[src/rtl/mem_pkg.sv]
// Shared definitions for the memory-access stage: FSM states, access size codes,
// bus widths and the bit positions of every field on the EXE->MEM and MEM->WB buses.
package mem_pkg;

    localparam int MEM_BUS_IN_W  = 156;
    localparam int MEM_BUS_OUT_W = 153;

    typedef enum logic [1:0] {
        MEM_IDLE = 2'd0,
        MEM_REQ  = 2'd1,
        MEM_WAIT = 2'd2,
        MEM_DONE = 2'd3
    } mem_state_t;

    localparam logic [1:0] SZ_B = 2'd0;
    localparam logic [1:0] SZ_H = 2'd1;
    localparam logic [1:0] SZ_W = 2'd2;

    // EXE->MEM bus, LSB positions of each field
    localparam int IN_LD       = 155;
    localparam int IN_ST       = 154;
    localparam int IN_SIZE     = 152;
    localparam int IN_UNS      = 151;
    localparam int IN_SDATA    = 119;
    localparam int IN_EXE      = 87;
    localparam int IN_LO       = 55;
    localparam int IN_FLAGS    = 49;
    localparam int IN_CP0R     = 41;
    localparam int IN_EXC      = 38;
    localparam int IN_WEN      = 37;
    localparam int IN_WDEST    = 32;
    localparam int IN_PC       = 0;

    // MEM->WB bus, LSB positions of each field
    localparam int OUT_WEN     = 152;
    localparam int OUT_WDEST   = 147;
    localparam int OUT_RESULT  = 115;
    localparam int OUT_LO      = 83;
    localparam int OUT_FLAGS   = 77;
    localparam int OUT_CP0R    = 69;
    localparam int OUT_EXC     = 66;
    localparam int OUT_ADEL    = 65;
    localparam int OUT_ADES    = 64;
    localparam int OUT_BADV    = 32;
    localparam int OUT_PC      = 0;

endpackage

[src/rtl/mem_align.sv]
// Byte-lane steering for data memory: store strobes and replicated write data,
// plus lane selection and sign/zero extension of returned load data.
module mem_align
    import mem_pkg::*;
(
    input  logic [1:0]  i_size,
    input  logic [1:0]  i_addr_lo,
    input  logic        i_uns,
    input  logic [31:0] i_store_data,
    input  logic [31:0] i_rdata,
    output logic [3:0]  o_wstrb,
    output logic [31:0] o_wdata,
    output logic [31:0] o_load_data
);

    logic [7:0]  w_byte;
    logic [15:0] w_half;

    always_comb begin
        o_wstrb = 4'b1111;
        o_wdata = i_store_data;
        case (i_size)
            SZ_B: begin
                o_wstrb = 4'b0001 << i_addr_lo;
                o_wdata = {4{i_store_data[7:0]}};
            end
            SZ_H: begin
                o_wstrb = i_addr_lo[1] ? 4'b1100 : 4'b0011;
                o_wdata = {2{i_store_data[15:0]}};
            end
            default: ;
        endcase
    end

    always_comb begin
        case (i_addr_lo)
            2'd0:    w_byte = i_rdata[7:0];
            2'd1:    w_byte = i_rdata[15:8];
            2'd2:    w_byte = i_rdata[23:16];
            default: w_byte = i_rdata[31:24];
        endcase
        w_half = i_addr_lo[1] ? i_rdata[31:16] : i_rdata[15:0];
    end

    always_comb begin
        o_load_data = i_rdata;
        case (i_size)
            SZ_B:    o_load_data = {{24{w_byte[7] & ~i_uns}}, w_byte};
            SZ_H:    o_load_data = {{16{w_half[15] & ~i_uns}}, w_half};
            default: ;
        endcase
    end

endmodule

[src/rtl/mem_stage.sv]
// Memory-access pipeline stage: one data-memory transaction per instruction over a
// req/addr_ok/data_ok handshake. Build macro MEM_ADDR_CHECK_EN enables alignment faults.
//
// state    | meaning
// ---------+-----------------------------------------------------------
// MEM_IDLE | waiting for an instruction; non-memory ops complete here
// MEM_REQ  | data_req held with stable fields until data_addr_ok
// MEM_WAIT | request accepted, waiting for data_data_ok (or draining)
// MEM_DONE | result held for write-back until WB_allow_in
module mem_stage
    import mem_pkg::*;
#(
    parameter int ADDR_CHECK = 1,
    parameter int BUS_IN_W   = MEM_BUS_IN_W,
    parameter int BUS_OUT_W  = MEM_BUS_OUT_W
) (
    input  logic                 clk,
    input  logic                 reset,
    input  logic                 MEM_valid,
    input  logic [BUS_IN_W-1:0]  EXE_MEM_bus_r,
    input  logic                 WB_allow_in,
    input  logic                 cancel,
    output logic                 MEM_over,
    output logic                 MEM_allow_in,
    output logic [BUS_OUT_W-1:0] MEM_WB_bus,
    output logic [4:0]           MEM_wdest,
    output logic [31:0]          MEM_result,
    output logic                 data_req,
    output logic                 data_wr,
    output logic [1:0]           data_size,
    output logic [31:0]          data_addr,
    output logic [3:0]           data_wstrb,
    output logic [31:0]          data_wdata,
    input  logic                 data_addr_ok,
    input  logic                 data_data_ok,
    input  logic [31:0]          data_rdata
);

    mem_state_t  r_state;
    mem_state_t  w_next;
    logic [31:0] r_ldata;
    logic        r_drop;

    logic        w_ld, w_st, w_uns, w_is_mem;
    logic [1:0]  w_size;
    logic [31:0] w_exe, w_addr;
    logic        w_addr_err, w_adel, w_ades;
    logic [31:0] w_badvaddr, w_mem_result, w_load_data, w_wdata;
    logic [3:0]  w_wstrb;
    logic        w_req, w_over;

    assign w_ld     = EXE_MEM_bus_r[IN_LD];
    assign w_st     = EXE_MEM_bus_r[IN_ST];
    assign w_size   = EXE_MEM_bus_r[IN_SIZE +: 2];
    assign w_uns    = EXE_MEM_bus_r[IN_UNS];
    assign w_exe    = EXE_MEM_bus_r[IN_EXE +: 32];
    assign w_is_mem = w_ld | w_st;

`ifdef MEM_ADDR_CHECK_EN
    logic w_misalign;
    assign w_misalign = ((w_size == SZ_H) && w_exe[0]) ||
                        ((w_size == SZ_W) && (w_exe[1:0] != 2'b00));
    assign w_addr_err = (ADDR_CHECK != 0) && w_misalign;
    assign w_addr     = w_exe;
`else
    assign w_addr_err = 1'b0;
    // Without fault detection the low bits are silently masked to the access size.
    always_comb begin
        w_addr = w_exe;
        if (w_size == SZ_H) w_addr[0]   = 1'b0;
        if (w_size == SZ_W) w_addr[1:0] = 2'b00;
    end
`endif

    assign w_adel     = w_ld & w_addr_err;
    assign w_ades     = w_st & w_addr_err;
    assign w_badvaddr = (w_adel | w_ades) ? w_exe : 32'd0;

    mem_align u_align (
        .i_size       (w_size),
        .i_addr_lo    (w_addr[1:0]),
        .i_uns        (w_uns),
        .i_store_data (EXE_MEM_bus_r[IN_SDATA +: 32]),
        .i_rdata      (r_ldata),
        .o_wstrb      (w_wstrb),
        .o_wdata      (w_wdata),
        .o_load_data  (w_load_data)
    );

    always_comb begin
        w_next = r_state;
        w_req  = 1'b0;
        w_over = 1'b0;
        case (r_state)
            MEM_IDLE: begin
                if (MEM_valid && !cancel) begin
                    if (w_is_mem && !w_addr_err) begin
                        w_next = MEM_REQ;
                    end else begin
                        w_over = 1'b1;
                        if (!WB_allow_in) w_next = MEM_DONE;
                    end
                end
            end
            MEM_REQ: begin
                w_req = 1'b1;
                // An accepted request must be drained even if cancel arrives alongside it.
                if (data_addr_ok)  w_next = MEM_WAIT;
                else if (cancel)   w_next = MEM_IDLE;
            end
            MEM_WAIT: begin
                if (data_data_ok) w_next = (r_drop || cancel) ? MEM_IDLE : MEM_DONE;
            end
            MEM_DONE: begin
                if (cancel) begin
                    w_next = MEM_IDLE;
                end else begin
                    w_over = 1'b1;
                    if (WB_allow_in) w_next = MEM_IDLE;
                end
            end
            default: w_next = MEM_IDLE;
        endcase
    end

    always_ff @(posedge clk or posedge reset) begin
        if (reset) begin
            r_state <= MEM_IDLE;
            r_ldata <= 32'd0;
            r_drop  <= 1'b0;
        end else begin
            r_state <= w_next;
            if (r_state == MEM_WAIT && data_data_ok) begin
                if (!(r_drop || cancel)) r_ldata <= data_rdata;
                r_drop <= 1'b0;
            end else if ((r_state == MEM_WAIT && cancel) ||
                         (r_state == MEM_REQ && data_addr_ok && cancel)) begin
                r_drop <= 1'b1;
            end
        end
    end

    assign w_mem_result = (w_ld && !w_addr_err) ? w_load_data : w_exe;

    assign data_req     = w_req;
    assign data_wr      = w_st;
    assign data_size    = w_size;
    assign data_addr    = w_addr;
    assign data_wstrb   = w_st ? w_wstrb : 4'b0000;
    assign data_wdata   = w_wdata;

    assign MEM_over     = w_over;
    assign MEM_allow_in = (r_state != MEM_WAIT) && (!MEM_valid || (w_over && WB_allow_in));
    assign MEM_wdest    = MEM_valid ? EXE_MEM_bus_r[IN_WDEST +: 5] : 5'd0;
    assign MEM_result   = w_mem_result;

    assign MEM_WB_bus = {
        EXE_MEM_bus_r[IN_WEN],
        EXE_MEM_bus_r[IN_WDEST +: 5],
        w_mem_result,
        EXE_MEM_bus_r[IN_LO +: 32],
        EXE_MEM_bus_r[IN_FLAGS +: 6],
        EXE_MEM_bus_r[IN_CP0R +: 8],
        EXE_MEM_bus_r[IN_EXC +: 3],
        w_adel,
        w_ades,
        w_badvaddr,
        EXE_MEM_bus_r[IN_PC +: 32]
    };

endmodule

[config.mk]
export PLATFORM = sky130hd
export DESIGN_NAME = mem_stage
export DESIGN_NICKNAME = d
export VERILOG_FILES = /design/src/rtl/mem_pkg.sv /design/src/rtl/mem_align.sv /design/src/rtl/mem_stage.sv
export SDC_FILE = /design/constraint.sdc
export NUM_CORES = 1
export LEC_CHECK = 0
export CORE_AREA = 2 2 176 178
export DETAILED_ROUTE_END_ITERATION = 10
export DIE_AREA = 0 0 178 180
export PLACE_DENSITY = 0.55
export SLEW_MARGIN = 15
export SYNTH_ARGS = -nofsm -noshare
export SYNTH_HDL_FRONTEND = slang
export SYNTH_SLANG_ARGS = --single-unit
[constraint.sdc]
create_clock -name clk -period 2.9 [get_ports clk]
set_input_delay 0.29 -clock clk [delete_from_list [all_inputs] [get_ports clk]]
set_output_delay 0.29 -clock clk [all_outputs]
set_load 0.005 [all_outputs]
==> flow_metrics.tcl <==
set metrics [dict create \
    grt_pass1_wl_um 28230 \
    grt_pass1_vias 4113 \
    relSlewSlack_pct 44.94 \
    ys.flop_type "dfrtp_1" \
    cpMaxStageDelayCell "clkdlybuf4s50_1" \
    drc_errors 0 \
    drt_iter0_drc 149 \
    routedWlPerCell_um 19.13 \
    layout_common_cells "clkdlybuf4s50_1 (224), mux2_2 (49), buf_4 (49)" \
    routed.top_layer "met5" \
    period_needed_ps 2833 \
    ys_ff_latch 35 \
    cts_tree "built" \
    reg2reg_slack_ps 920 \
    antenna_found_initial 6 \
    worstPathRequired_ps 2610 \
    synth_edf_count 0 \
    holdWs_ps 500.7 \
    synthDistinctLibCells 51 \
    wl_met2_um 8899 \
    fillers 3311 \
    finalSetupViolations 0 \
    fin_cells 1045 \
    coreArea_mm2 0.03019 \
    drive_gt1_share_pct 20.56 \
    numClockSinks 35 \
    clockBufferDepth 2 \
    yosys_warnings 0 \
    r2r_start "r_state[0]" \
    reg2reg_to "r_ldata[13]" \
    final_common_cell "clkdlybuf4s50_1" \
    drv_cap 0 \
    die_h_um 180 \
    place_hpwl_um 16520 \
    crit_fanout 12 \
    rsz0062_at_grt "true" \
    postSynth.asyncResetShare_pct 100.0 \
    irDropWorstVdd_mv 0.1997 \
    htreeDepth 2 \
    multi_input_area_mm2 0.002092 \
    die_area_mm2 0.03204 \
    placed_cells 1031 \
    critPathLaunchType "register" \
    drtPass1Iterations 4 \
    cts-buffers-inserted 5 \
    critPathKind "register to primary output" \
    hp-class "primary input to async pin" \
    max_slew.worst_pin.slew_ps 824.7 \
    post-route-period-util_pct 97.69 \
    nNetsFinal 845 \
    gp_congestion 0.7521 \
    hold_viol_final 0 \
    power-per-cell-area_mw_per_mm2 464.1 \
    critPathArrivalTime_ps 2540 \
    p_leak_nw 3.073 \
    seqCellArea_um2 875.8 \
    clock_skew_ps 4.695 \
    drt-met1-wl_um 8678 \
    postCtsHoldBufs 0 \
    synth_cells 517 \
    clk_pin_slew_ps 60 \
    initial_core_util_pct 14.60 \
    setup-tns-final_ps 0 \
    io_buffers 260 \
    cp-end-kind "primary output" \
    crit_family "compound AO/OA/AOI/OAI gates" \
    fmax_mhz 353.0 \
    ios 459 \
    netlist_area_mm2 0.004408 \
    final_cell_area_mm2 0.006744 \
    root_buffer "clkbuf_16" \
    wl_um 19990 \
    die_x_um 178 \
    met3_wirelength_um 1473 \
    reg2reg_depth 5 \
    status "completed" \
    gr-usage-all-layers_pct 11.91 \
    synth-seq-area-share_pct 19.87 \
    cpPeakStageDelay_ps 500 \
    ant_nets 0 \
    clk_latency_ps 280 \
    final_util_pct 22.34 \
    dpl-instance-area_mm2 0.006429 \
    via_per_inst 3.827 \
    area_growth_pct 52.99 \
    grt_overflow 0 \
    cp_cell_sequence "o21ai_1 > a2bb2oi_1 > a2111o_1 > a2111oi_4 > buf_12 > a221o_2 > clkdlybuf4s50_1" \
    fp-row-count 64 \
    drv_slew 0 \
    grt_max_degree 36 \
    vias 3999 \
    path_buf_inv 2 \
    syn_area_per_cell_um2 8.526 \
]
power by group:
group,total [W],internal (W),switching [W]
clock,0.000590,0.000367,0.000224
sequential,0.000964,0.000696,0.000268
combinational,0.00158,0.000988,0.000588
total,0.00313,0.00205,0.00108
cells in the mapped netlist, drive strengths merged, types with 2 or more instances:
master | instances | share of area (%)
nor2b | 7 | 0.99
o211ai | 4 | 0.68
a31o | 3 | 0.60
mux2 | 49 | 13
and2 | 8 | 1.1
o22ai | 6 | 0.85
nor2 | 19 | 1.6
o21ai | 27 | 3.1
clkbuf | 20 | 1.7
nand3 | 2 | 0.23
a221oi | 10 | 2.0
nand2b | 3 | 0.48
a21o | 2 | 0.34
dfrtp | 35 | 20
a21oi | 16 | 1.8
a2bb2oi | 2 | 0.40
a221o | 14 | 3.3
inv | 10 | 0.85
a2111oi | 2 | 0.82
a31oi | 4 | 0.57
buf | 203 | 34
a211o | 4 | 0.79
or3 | 7 | 0.99
mux2i | 10 | 2.3
nand2 | 17 | 1.4
ha | 4 | 1.1
a22o | 3 | 0.60
nor3 | 2 | 0.23
a22oi | 4 | 0.68
and3 | 5 | 0.71
cell type report:
type | instances | share of cell area [%]
Timing Repair Buffer | 312 | 45.70
Multi-Input combinational cell | 282 | 31.02
Sequential cell | 35 | 12.99
Tap cell | 396 | 7.347
Clock buffer | 8 | 2.319
Inverter | 10 | 0.5566
Antenna cell | 2 | 0.07421
worst max-delay path by stage:
stage,slack [ps],startpoint,cells after the start,to
after floorplan,560,EXE_MEM_bus_r[88],8,MEM_result[27]
after global placement,-430,EXE_MEM_bus_r[152],8,MEM_WB_bus[123]
after detailed placement,-420,EXE_MEM_bus_r[152],8,MEM_WB_bus[124]
after CTS,0.3,r_ldata[15],7,MEM_result[20]
after global routing,-30,r_ldata[15],7,MEM_WB_bus[141]
final,70,r_ldata[15],7,MEM_result[26]
routing by layer:
metal  GRT usage (%)  up-vias
met5               0        -
met4           4.951       10
met3           3.469       69
met2           18.29      188
met1           15.48     1891
li1                -     1841
per-stage QoR:
step	power [W]	worst slack, ps
after CTS	0.003186	0.2520
after global placement	0.002553	-425.2
after floorplan	0.001793	559.2
after detailed placement	0.002559	-419.5
after global routing	0.003350	-33.55
final	0.003130	67.09
sequential cells by signal (all words and copies together), names as in the netlist:
name,flops
r_drop,1
r_ldata,32
r_state,2
worst reg2reg max path: stages (launching register included):
cell and delay [ps]:
dfrtp_1 400, inv_1 100, ha_1 280, and3_2 500
buf_12 230, mux2_2 360
cells by family (layout without fill, tap and decap cells):
kind of cell	after synthesis	in the layout	share of synthesized area (%)
AO/OA/AOI/OAI	110	110	18.34
XOR/XNOR	1	1	0.1987
adder cells (fa/ha/maj)	4	4	1.135
buffers and inverters	233	330	36.76
flip-flops	35	35	19.87
multiplexers	60	60	15.30
other	1	36	0.08507
AND/OR/NAND/NOR	73	73	8.317
what timing repair did:
item	CTS	global route
setup endpoints to repair	66	45
hold endpoints to repair	0	0
gates resized for setup	15	36
pin swaps	4	1
buffers inserted	3	1
Note: power is estimated with default switching activity, not from simulation.
